## config.mk

```make
export PLATFORM = sky130hd
export DESIGN_NAME = idma_sync_256b_rd_slv
export DESIGN_NICKNAME = d
export VERILOG_FILES = /design/src/rtl/idma_sync_256b_rd_slv.sv
export SDC_FILE = /design/constraint.sdc
export NUM_CORES = 1
export LEC_CHECK = 0
export BUFFER_PORTS_ARGS = -buffer_cell sky130_fd_sc_hd__clkbuf_2
export CAP_MARGIN = 20
export CORE_ASPECT_RATIO = 2
export CORE_MARGIN = 5
export CORE_UTILIZATION = 25
export CTS_CLUSTER_DIAMETER = 100
export DETAILED_ROUTE_END_ITERATION = 8
export GPL_TIMING_DRIVEN = 0
export PLACE_DENSITY = 0.44
export SLEW_MARGIN = 0
export SYNTH_ARGS = -nofsm -noshare
export SYNTH_HDL_FRONTEND = slang
export SYNTH_SLANG_ARGS = --single-unit
export TNS_END_PERCENT = 100
```

## constraint.sdc

```tcl
create_clock -name aclk -period 2.5 [get_ports aclk]
set_input_delay 0.625 -clock aclk [delete_from_list [all_inputs] [get_ports aclk]]
set_output_delay 0.625 -clock aclk [all_outputs]
set_load 0.01 [all_outputs]
```

## src/rtl/idma_sync_256b_rd_slv.sv

```systemverilog
// idma_sync_256b_rd_slv: AXI read responder serving AR bursts from a 1-cycle-latency SRAM.
module idma_sync_256b_rd_slv #(
  parameter int AXI_IDW = 4,
  parameter int AXI_DATA_WID = 256,
  parameter int MEM_AW = 10,
  parameter int AR_DEPTH = 4,
  parameter logic [31:0] BASE_HI = 32'd0
) (
  input  logic                    aclk,
  input  logic                    aresetn,
  input  logic                    i_arvalid,
  input  logic [AXI_IDW-1:0]      i_arid,
  input  logic [31:0]             i_araddr,
  input  logic [3:0]              i_arlen,
  input  logic [2:0]              i_arsize,
  input  logic [1:0]              i_arburst,
  output logic                    o_arready,
  output logic                    o_rvalid,
  output logic [AXI_IDW-1:0]      o_rid,
  output logic [AXI_DATA_WID-1:0] o_rdata,
  output logic [1:0]              o_rresp,
  output logic                    o_rlast,
  input  logic                    i_rready,
  output logic                    o_mem_cs,
  output logic [MEM_AW-1:0]       o_mem_addr,
  input  logic [AXI_DATA_WID-1:0] i_mem_rdata,
  output logic                    o_busy
);
  localparam int PW = $clog2(AR_DEPTH);
  localparam int EW = AXI_IDW + MEM_AW + 6;
  localparam int TW = AXI_IDW + 2;
  localparam logic IDLE = 1'b0;
  localparam logic BURST = 1'b1;
  // queue entry: {id, word addr, len, fixed, err}
  logic [EW-1:0] q_mem_q [AR_DEPTH];
  logic [EW-1:0] q_mem_d [AR_DEPTH];
  logic [PW:0] wp_q, wp_d, rp_q, rp_d;
  logic arready_q, arready_d, state_q, state_d;
  logic [AXI_IDW-1:0] cur_id_q, cur_id_d;
  logic [MEM_AW-1:0] cur_addr_q, cur_addr_d;
  logic cur_fixed_q, cur_fixed_d, cur_err_q, cur_err_d;
  logic [4:0] beat_cnt_q, beat_cnt_d;
  logic inflight_q, inflight_d;
  logic [TW-1:0] pend_tag_q, pend_tag_d;
  logic [AXI_DATA_WID-1:0] buf_data_q [2];
  logic [AXI_DATA_WID-1:0] buf_data_d [2];
  logic [TW-1:0] buf_tag_q [2];
  logic [TW-1:0] buf_tag_d [2];
  logic buf_wp_q, buf_wp_d, buf_rp_q, buf_rp_d;
  logic [1:0] buf_cnt_q, buf_cnt_d;
  logic push, pop, empty, issue, r_pop;
  logic [EW-1:0] head, entry;
  logic [TW-1:0] r_tag;
  assign push = i_arvalid & arready_q;
  assign empty = wp_q == rp_q;
  assign pop = (state_q == IDLE) & ~empty;
  assign head = q_mem_q[rp_q[PW-1:0]];
  assign entry = {i_arid, i_araddr[MEM_AW+4:5], i_arlen, i_arburst == 2'b00,
                  (i_araddr[31:MEM_AW+5] != BASE_HI[31-MEM_AW-5:0]) | (i_arsize != 3'b101) | i_arburst[1]};
  assign o_rvalid = buf_cnt_q != 2'd0;
  assign r_pop = o_rvalid & i_rready;
  // a beat leaving the buffer this cycle frees its slot, which keeps a burst streaming at 1 beat/cycle
  assign issue = (state_q == BURST) && (({1'b0, buf_cnt_q} + {2'b0, inflight_q}) < (3'd2 + {2'b0, r_pop}));
  assign o_mem_cs = issue & ~cur_err_q;
  assign o_mem_addr = cur_addr_q;
  assign r_tag = buf_tag_q[buf_rp_q];
  assign o_rdata = buf_data_q[buf_rp_q];
  assign o_rid = r_tag[TW-1:2];
  assign o_rresp = {r_tag[1], 1'b0};
  assign o_rlast = r_tag[0];
  assign o_arready = arready_q;
  assign o_busy = ~empty | state_q | inflight_q | o_rvalid;
  always_comb begin
    q_mem_d = q_mem_q;
    if (push) q_mem_d[wp_q[PW-1:0]] = entry;
    wp_d = wp_q + {{PW{1'b0}}, push};
    rp_d = rp_q + {{PW{1'b0}}, pop};
    arready_d = ~((wp_d[PW] ^ rp_d[PW]) & (wp_d[PW-1:0] == rp_d[PW-1:0]));
    state_d = state_q;
    cur_id_d = cur_id_q;
    cur_addr_d = cur_addr_q;
    cur_fixed_d = cur_fixed_q;
    cur_err_d = cur_err_q;
    beat_cnt_d = beat_cnt_q;
    if (pop) begin
      state_d = BURST;
      cur_id_d = head[EW-1 -: AXI_IDW];
      cur_addr_d = head[MEM_AW+5:6];
      beat_cnt_d = {1'b0, head[5:2]} + 5'd1;
      cur_fixed_d = head[1];
      cur_err_d = head[0];
    end
    if (issue) begin
      state_d = beat_cnt_q == 5'd1 ? IDLE : BURST;
      beat_cnt_d = beat_cnt_q - 5'd1;
      cur_addr_d = cur_fixed_q ? cur_addr_q : cur_addr_q + MEM_AW'(1);
    end
    inflight_d = issue;
    pend_tag_d = {cur_id_q, cur_err_q, beat_cnt_q == 5'd1};
    buf_data_d = buf_data_q;
    buf_tag_d = buf_tag_q;
    if (inflight_q) begin
      buf_data_d[buf_wp_q] = pend_tag_q[1] ? '0 : i_mem_rdata;
      buf_tag_d[buf_wp_q] = pend_tag_q;
    end
    buf_wp_d = buf_wp_q ^ inflight_q;
    buf_rp_d = buf_rp_q ^ r_pop;
    buf_cnt_d = buf_cnt_q + {1'b0, inflight_q} - {1'b0, r_pop};
  end
  always_ff @(posedge aclk or negedge aresetn) begin
    if (!aresetn) begin
      for (int i = 0; i < AR_DEPTH; i++) q_mem_q[i] <= '0;
      wp_q <= '0;
      rp_q <= '0;
      arready_q <= 1'b0;
      state_q <= IDLE;
      cur_id_q <= '0;
      cur_addr_q <= '0;
      cur_fixed_q <= 1'b0;
      cur_err_q <= 1'b0;
      beat_cnt_q <= '0;
      inflight_q <= 1'b0;
      pend_tag_q <= '0;
      for (int i = 0; i < 2; i++) begin
        buf_data_q[i] <= '0;
        buf_tag_q[i] <= '0;
      end
      buf_wp_q <= 1'b0;
      buf_rp_q <= 1'b0;
      buf_cnt_q <= '0;
    end else begin
      q_mem_q <= q_mem_d;
      wp_q <= wp_d;
      rp_q <= rp_d;
      arready_q <= arready_d;
      state_q <= state_d;
      cur_id_q <= cur_id_d;
      cur_addr_q <= cur_addr_d;
      cur_fixed_q <= cur_fixed_d;
      cur_err_q <= cur_err_d;
      beat_cnt_q <= beat_cnt_d;
      inflight_q <= inflight_d;
      pend_tag_q <= pend_tag_d;
      buf_data_q <= buf_data_d;
      buf_tag_q <= buf_tag_d;
      buf_wp_q <= buf_wp_d;
      buf_rp_q <= buf_rp_d;
      buf_cnt_q <= buf_cnt_d;
    end
  end
endmodule

```

======== Word level (Yosys, flattened, before mapping) ========
Index checks and enable logic that the tools add are counted.
word-level totals
  register bits ........................... 644
  input bits .............................. 305
  word-level logic and storage cells ...... 99
cells by class
  bitwise logic cells ..................... 21
  mux-type cells .......................... 27
  $lt $le $gt $ge ......................... 7
  add/subtract/negate cells ............... 9
  eq/ne operators ......................... 5
  reductions and logical operators ........ 8
operator list
  kind                     count
  $mux W256                5
  $bwmux W512              1
  $demux W256 S1           1
  $bwmux W80               1
  $mux W20                 3
  $bmux W20 S2             1
  $demux W20 S2            1
  $mux W10                 3
  $mux W6                  4
  $reduce_bool A17 Y1      1
  $bwmux W12               1
  $add A10 B1 Y10 const B  1
  $mux W5                  2
  $add A3 B1 Y3            2
  $demux W6 S1             1
  $ge A3 B3 Y1 const B     2
  $not A2 Y3               2
  $add A4 B1 Y5 const B    1
  $and A1 B1 Y1            5
  $eq A5 B1 Y1 const B     1
  $or A1 B1 Y1             5
  $sub A5 B1 Y5 const B    1
  $ge A2 B2 Y1 const B     2
  $not A1 Y1               4
  other kinds (18)         26

======== Logic depth before layout (Yosys ltp) ========
Gate-level depths: netlist of the first run.
  depth after elaboration ................. 7
  gate-level depth with buffers ........... 9
  depth with buffers taken out ............ 7

======== Worst setup path after synthesis of the first run ========
OpenSTA, ideal clock, no wires.
  path kind ............................... flip-flop to flip-flop
  start ................................... register rp_q[0]
  end ..................................... register arready_q (netlist: o_arready)
  setup time .............................. 131 ps
  slack ................................... 297 ps
  cell stages (with the launch flop) ...... 9
  buffers on the path ..................... 1
  period minus slack after synthesis ...... 2,203 ps
  arrival time ............................ 2,072 ps
  required time ........................... 2,369 ps
  cells stage by stage .................... dfrtp_1 > xnor2_1 > a31oi_4 > buf_6 > ha_1 > ha_1 > xor2_1 > xnor2_1 > or3_1
on the way
  word-level cells in the longest chain between the ends .. 7
RTL lines
  element                   line  RTL
  start: declaration        37    logic [PW:0] wp_q, wp_d, rp_q, rp_d;
  start signal: assignment  134   rp_q <= rp_d;
  $eq A3 B3 Y1              55    assign empty = wp_q == rp_q;
  $not A1 Y1                56    assign pop = (state_q == IDLE) & ~empty;
  $and A1 B1 Y1             56
  named net pop             51    logic push, pop, empty, issue, r_pop;
  $add A3 B1 Y3             77    rp_d = rp_q + {{PW{1'b0}}, pop};
  named net rp_d[2]         37
  $xor A1 B1 Y1             78    arready_d = ~((wp_d[PW] ^ rp_d[PW]) & (wp_d[PW-1:0] == rp_d[PW-1:0]));
  $and A1 B1 Y1             78
  $not A1 Y1                78
  named net arready_d       38    logic arready_q, arready_d, state_q, state_d;
  end signal: assignment    135   arready_q <= arready_d;
  end: declaration          38
The timed path passes the listed nets, and every way through them passes these cells.
A chain may end at the register's enable or synchronous reset.

======== Final worst setup path of the first run ========
  start ................................... register buf_rp_q
  end ..................................... output port o_rdata[26]
on the way
  word-level cells in the longest chain between the ends .. 4
RTL lines
  element                                       line  RTL
  start: declaration                            49    logic buf_wp_q, buf_wp_d, buf_rp_q, buf_rp_d;
  start signal: assignment                      147   buf_rp_q <= buf_rp_d;
  $not A1 Y2 (not written as such)              67    assign o_rdata = buf_data_q[buf_rp_q];
  $mux W256 (not written as such) (3 in a row)  67
  end: declaration                              20    output logic [AXI_DATA_WID-1:0] o_rdata,
No other way between the ends. The select of a mux whose other input is x is not followed.

==> results of run 1 <==
[cells in the mapped netlist, types with 2 or more instances]
master,instances
nor3_1,5
o21ai_0,11
mux4_2,18
clkbuf_1,72
or2_2,2
dfrtp_1,644
nor2b_1,258
inv_1,13
buf_6,3
mux2i_1,4
nor4_1,4
nand3_1,12
a21oi_1,10
xnor2_1,7
nand4_1,5
ha_1,14
buf_4,2
mux4_1,2
xor2_1,6
mux2_2,846
nand2_1,71
a31oi_4,2
o21ai_2,5
o22a_1,2
buf_2,50
o21ai_1,3
buf_1,5
a22oi_2,2
nor2_1,11
clkbuf_8,2
[worst max-delay path, cell delays in order (launching register included)]
cell and delay [ns]:
dfrtp_1 0.40, clkbuf_16 0.20, buf_6 0.13, buf_8 0.11, clkbuf_16 0.15, mux2_4 0.32, buf_8 0.13
[state kept, by name (all words and copies together) (netlist names), 2 cells and up]
signal / flops
beat_cnt_q: 5
o_mem_addr: 10
rp_q: 3
buf_cnt_q: 2
q_mem_q: 80
wp_q: 3
pend_tag_q: 6
buf_tag_q: 12
cur_id_q: 4
buf_data_q: 512
[report_power, final]
group | total [mW] | internal, mW | switching [mW]
sequential | 18.5 | 15.8 | 2.72
combinational | 29.7 | 15.6 | 14.1
clock | 10.3 | 5.89 | 4.39
total | 58.6 | 37.3 | 21.2
[logic make-up (layout without fill, tap and decap cells)]
logic type / Yosys count / count (layout) / share of synthesized area (%)
xor gates and xnor gates: 13 / 13 / 0.384
AOI/OAI and AO/OA: 47 / 47 / 1.30
DFF: 644 / 644 / 54.3
adders and majority gates: 14 / 14 / 0.590
muxes: 870 / 870 / 33.8
and+or+nand+nor: 379 / 379 / 7.30
buffers and inverters: 149 / 872 / 2.31
other: 1 / 7 / 0.0126
[layout make-up]
cell class	count	share of cell area, %
Sequential cell	644	42.2
Multi-Input combinational cell	1324	34.5
Timing Repair Buffer	608	9.27
Clock buffer	94	5.12
Tap cell	1530	5.02
Buffer	133	3.02
Clock inverter	23	0.679
Inverter	14	0.141
Antenna cell	6	0.0394
[layer usage]
layer	up-vias	wire length (µm)
met2	531	49500
li1	8745	-
met4	16	2160
met3	123	7420
met1	9891	34800
met5	-	110
[final timing paths]
| check | start | endpoint | cells past startpoint |
|---|---|---|---|
| max | buf_rp_q | o_rdata[26] | 6 |
| min | aresetn | q_mem_q[21] | 1 |
| max reg2reg | wp_q[1] | o_arready | 9 |
| min reg2reg | cur_id_q[2] | pend_tag_q[4] | 0 |
| max in group asynchronous | aresetn | buf_data_q[438] | 4 |
| min in group aclk | i_araddr[9] | q_mem_q[70] | 3 |
[through the flow]
stage	cell area, µm²	util, %	power, mW	hold WS (ns)	instances
after floorplan	29700	-	36.0	0.329	2117
after global placement	34500	29.3	45.6	0.396	4222
final	38200	32.4	58.6	-0.0621	4376
after detailed placement	34600	29.4	46.6	0.434	4228
after CTS	37800	32.1	59.2	0.115	4360
after global routing	38100	32.4	62.4	-0.0782	4371
[what timing repair did]
action / in CTS / in global routing
hold buffers: 0 / 1
resized for setup: 179 / 86
endpoints found under the setup margin: 789 / 513
hold endpoints to repair: 0 / 28
setup buffers: 11 / 7
pin swaps: 3 / 4
gates cloned: 6 / 2
==> impl_metrics.ini, run 1 <==
[timing]
setup_violations = 265
drv_slew = 0
tightest_slew_ns = 0.930
hold_violations = 79
fin_tns_setup_ns = -40.14
finalHoldWorstSlack_ns = -0.0621
clock.fmax_mhz = 369
rsz0062_at_grt = true
post-route-min-period_ns = 2.71
setup_slack_ns = -0.214
slew_headroom_pct = 37.7
finClkSkew_ns = 0.0263
period_share_pct = 109

[cts]
cts_max_path_buffers = 3
clk_latency_ns = 0.63
clockRootBuffer = clkbuf_16
cts_buffers = 68
cts_max_level = 3
cts_tree = done
clkTransAtPathRegs_ns = 0.06
cts_sinks = 644

[die]
core-area_um2 = 118000
dieArea_um2 = 126000
io_pins = 582
rows = 178
die_w_um = 254
die_h_um = 497
initial_core_util_pct = 25.2

[logic_synthesis]
async_flop_share_pct = 100
synth_area_um2 = 29700
synth_flop_cell = dfrtp_1
ys_top_cells_by_area = dfrtp_1 54%, mux2_2 32%, nor2b_1 5.4%
synth_edf_count = 0
synth_cells = 2117
syn_nets = 2436
ys_seq_area_share_pct = 54.3
synth_largest_area_cell = dfrtp_1
yosys_register_bits = 644
ys_types = 56
yosys_warnings = 0
synth.top_cell.area_share_pct = 54.3
post_synth.cell_area_avg_um2 = 14.0

[global_routing]
met2_usage_pct = 26.7
grt_pass1_vias = 22200
grt_max_degree = 114
grt_usage_pct = 14.5
grt-ovfl-total = 0
antenna_found_initial = 17
grt.busiest_layer = met2
grt.met3_usage_pct = 4.62
globalRouteMet1Util_pct = 15.9
grt_pass1_wl_um = 141000

[route]
via_per_inst = 4.41
num_vias = 19300
post_drt_wl_per_cell_um = 21.5
drc = 0
ant_nets = 0
wirelength_um = 94000
first_iter_violations = 595
dr.pass1.iters = 4

[pwr]
vdd_drop_max_mv = 0.724
power.density_nw_per_um2 = 1530
p_leak_nw = 17.2

[finish]
final_common_cell = mux2_2
area_growth_pct = 28.6
multiInputGateArea_um2 = 13200
drive_gt1_share_pct = 59.8
seq_area_um2 = 16100
mostFrequentLayoutCells = 792 x mux2_2, 641 x dfrtp_1, 550 x clkbuf_2
nNetsFinal = 3112
fill_cells = 11900

[run_status]
violations = negative hold slack, negative setup slack
outcome = complete, but fails checks

[worst_setup_path]
rrSetupSlack_ns = -0.10
cp-start-kind = flip-flop
critPathArrivalTime_ns = 2.09
worst-path-max-fanout = 8
crit_type = flip-flop to output pin
required_ns = 1.88
cp-end-kind = output pin

[worst_hold_path]
hold_class = input pin to async pin

[placement]
port_buffers = 575
place_congestion = 0.784
dp_hpwl_um = 70300
dp_slack_ns = -1.01

[run]
drv_cap = 0
No activity file was read; power rests on OpenSTA's default activity.
==> inputs of run 2 (changes only) <==
Settings changed: ABC_AREA from default to 1, CORE_MARGIN 5 to 1.5, PLACE_DENSITY 0.44 to 0.45.
==> run 2 against run 1 <==
  * Largest cell class unchanged
  * Sequential power hardly changed
  * The run ends with negative setup slack left
  * Combinational power is 6% higher
  * Clock skew is 0.0049 ns lower
==> impl_metrics.ini, run 2 <==
[run_status]
outcome = complete, but fails checks
violations = negative setup slack

[pwr]
p_sw_share_pct = 44.9
p_leak_nw = 18.1
power.switching_mw = 27.2
combPwrFrac_pct = 51.9
finalPower_mw = 60.5
p_int_mw = 33.3
vdd_drop_max_mv = 0.868
pwr-share-clk_pct = 17.0
seqPwrFrac_pct = 31.1
power.density_nw_per_um2 = 1620

[cts]
cts_tree = done
clk_latency_ns = 0.64
cts_sinks = 644
clkTransAtPathRegs_ns = 0.06
cts_max_level = 3
clockRootBuffer = clkbuf_16
cts_buffers = 68
cts_max_path_buffers = 3

[die]
core-area_um2 = 114000
rows = 175
initial_core_util_pct = 25.2
io_pins = 582
die_h_um = 482
die_w_um = 242
dieArea_um2 = 117000

[worst_setup_path]
rrSetupSlack_ns = -0.03
crit_type = flip-flop to output pin
r2r_end = o_arready
critPathArrivalTime_ns = 2.07
worst-path-max-fanout = 10
r2r_start = rp_q[0]
required_ns = 1.88
cp-start-kind = flip-flop
cp-end-kind = output pin
worstRegToRegCells = 12

[placement]
dp_hpwl_um = 82100
port_buffers = 575
place_area_um2 = 33600
place_congestion = 0.818

[timing]
finClkSkew_ns = 0.0213
rsz0062_at_grt = true
setup_violations = 265
tightest_slew_ns = 0.987
clock.fmax_mhz = 370
hold_violations = 0
post-route-min-period_ns = 2.70
period_share_pct = 108
slew_headroom_pct = 34.2
setup_slack_ns = -0.199
drv_slew = 0
fin_tns_setup_ns = -32.26

[worst_hold_path]
whs_path_depth = 3
min_from = i_araddr[10]
hold_class = input pin to flip-flop
hold_end = q_mem_q[71]

[logic_synthesis]
synth_flop_cell = dfrtp_1
post_synth.cell_area_avg_um2 = 8.22
synth.top_cell.area_share_pct = 56.2
synth_edf_count = 0
synth_area_um2 = 28700
synth_largest_area_cell = dfrtp_1
yosysMostFrequentCell = nand2_1
async_flop_share_pct = 100
ys_types = 43
syn_nets = 3804
yosys_register_bits = 644
ys_top_cells_by_area = dfrtp_1 56%, nand2_1 9.3%, a21oi_1 9.2%
yosys_warnings = 0
ys_seq_area_share_pct = 56.2
synth_cells = 3485
ys_top_cells_by_count = 707 x nand2_1, 644 x dfrtp_1, 558 x nor2_1, 527 x a21oi_1, 365 x o21ai_0

[finish]
drive_gt1_share_pct = 23.2
top_register = buf_data_q
nNetsFinal = 4469
largest_reg_flops = 512
largestRegisters = buf_data_q x512, q_mem_q x80, buf_tag_q x12
final_common_cell = nand2_1
area_growth_pct = 30.0
fill_cells = 12200
mostFrequentLayoutCells = 690 x nand2_1, 642 x dfrtp_1, 556 x nor2_1
stdcell_area_um2 = 37200
fin_util_pct = 32.8

[route]
drc = 0
wirelength_um = 110000
post_drt_wl_per_cell_um = 19.2
dr.pass1.iters = 5
ant_nets = 0
via_per_inst = 4.46
first_iter_violations = 1190
num_vias = 25500

[global_routing]
grt_pass1_vias = 26200
grt.busiest_layer = met2
grt_max_degree = 104
globalRouteMet1Util_pct = 21.6
grt-ovfl-total = 0
grt.met3_usage_pct = 4.24
met2_usage_pct = 32.9
grt_usage_pct = 18.5
grt_pass1_wl_um = 164000
antenna_found_initial = 17

[run]
drv_cap = 0
==> run 2: changes by cell type in the layout (fill, tap and decap cells not counted), sizes merged, moves of 54 or more <==
cell,delta
o21ai,+365
nor2b,-259
a21oi,+518
clkbuf,-54
mux2,-841
nand2,+643
nor2,+546
inv,+313
buf,+148
==> run 2: critical path: stages (launching register included) <==
cell and delay [ns]:
dfrtp_2 0.49, clkbuf_8 0.20, buf_8 0.16, clkbuf_8 0.20
o21ai_1 0.18, clkbuf_2 0.18
==> run 2: layout make-up <==
type,count,area [µm²],area share [%]
diodes,9,22.5,0.0605
plain buffers,233,1600,4.31
clock buffers,102,2040,5.49
clock inverters,14,154,0.413
inverters,329,1250,3.35
multi-input cells,2278,10700,28.8
flip-flops and latches,644,16100,43.3
well taps,1504,1880,5.05
repair buffers,596,3450,9.26
==> run 2: per-layer routing <==
metal	wire length (µm)	vias up	part of all wire, %
li1	-	12400	-
met1	44000	12300	40
met2	56100	670	51
met3	6700	138	6.1
met4	2920	12	2.7
met5	80	-	0.073
==> run 2: worst max-delay path by stage <==
stage                from              end
5_1_grt          buf_rp_q     o_rdata[254]
3_5_place_dp     buf_rp_q     o_rdata[117]
6_report         buf_rp_q     o_rdata[142]
4_1_cts          buf_rp_q      o_rdata[45]
2_1_floorplan  inflight_q         o_mem_cs
3_3_place_gp      aresetn  buf_data_q[467]
==> run 2: metrics by stage <==
step / instances / setup slack, ns / hold WS, ns
after floorplan: 3485 / 0.422 / 0.329
after global routing: 5704 / -0.281 / 0.198
after detailed placement: 5573 / -0.901 / 0.457
final: 5709 / -0.199 / 0.206
after global placement: 5564 / -15.91 / 0.460
after CTS: 5694 / -0.292 / 0.155
==> run 2: power groups by stage <==
stage / logic [mW] / clock network (mW) / registers (mW)
floorplan: 17.2 / 0 / 18.2
global placement: 28.5 / 0 / 18.9
detailed placement: 28.9 / 0 / 18.9
CTS: 30.7 / 10.7 / 18.8
global route: 35.0 / 11.0 / 19.5
finish: 31.4 / 10.3 / 18.8
==> run 2: logic make-up (layout without fill, tap and decap cells) <==
group,after synthesis,in the layout,synth area share (%)
buf+inv,563,1274,8.15
other cells,1,10,0.0131
simple gates,1311,1311,17.7
fa+ha+maj,14,14,0.611
xor+xnor,19,19,0.581
compound gates,928,928,16.5
mux,5,5,0.197
flops,644,644,56.2
==> run 2: repair_timing <==
action	CTS	global route
pin swaps	5	1
hold buffers	4	0
gates resized for setup	300	311
buffers inserted	2	2
endpoints found under the setup margin	310	295
hold endpoints to repair	7	0
cloned	0	4
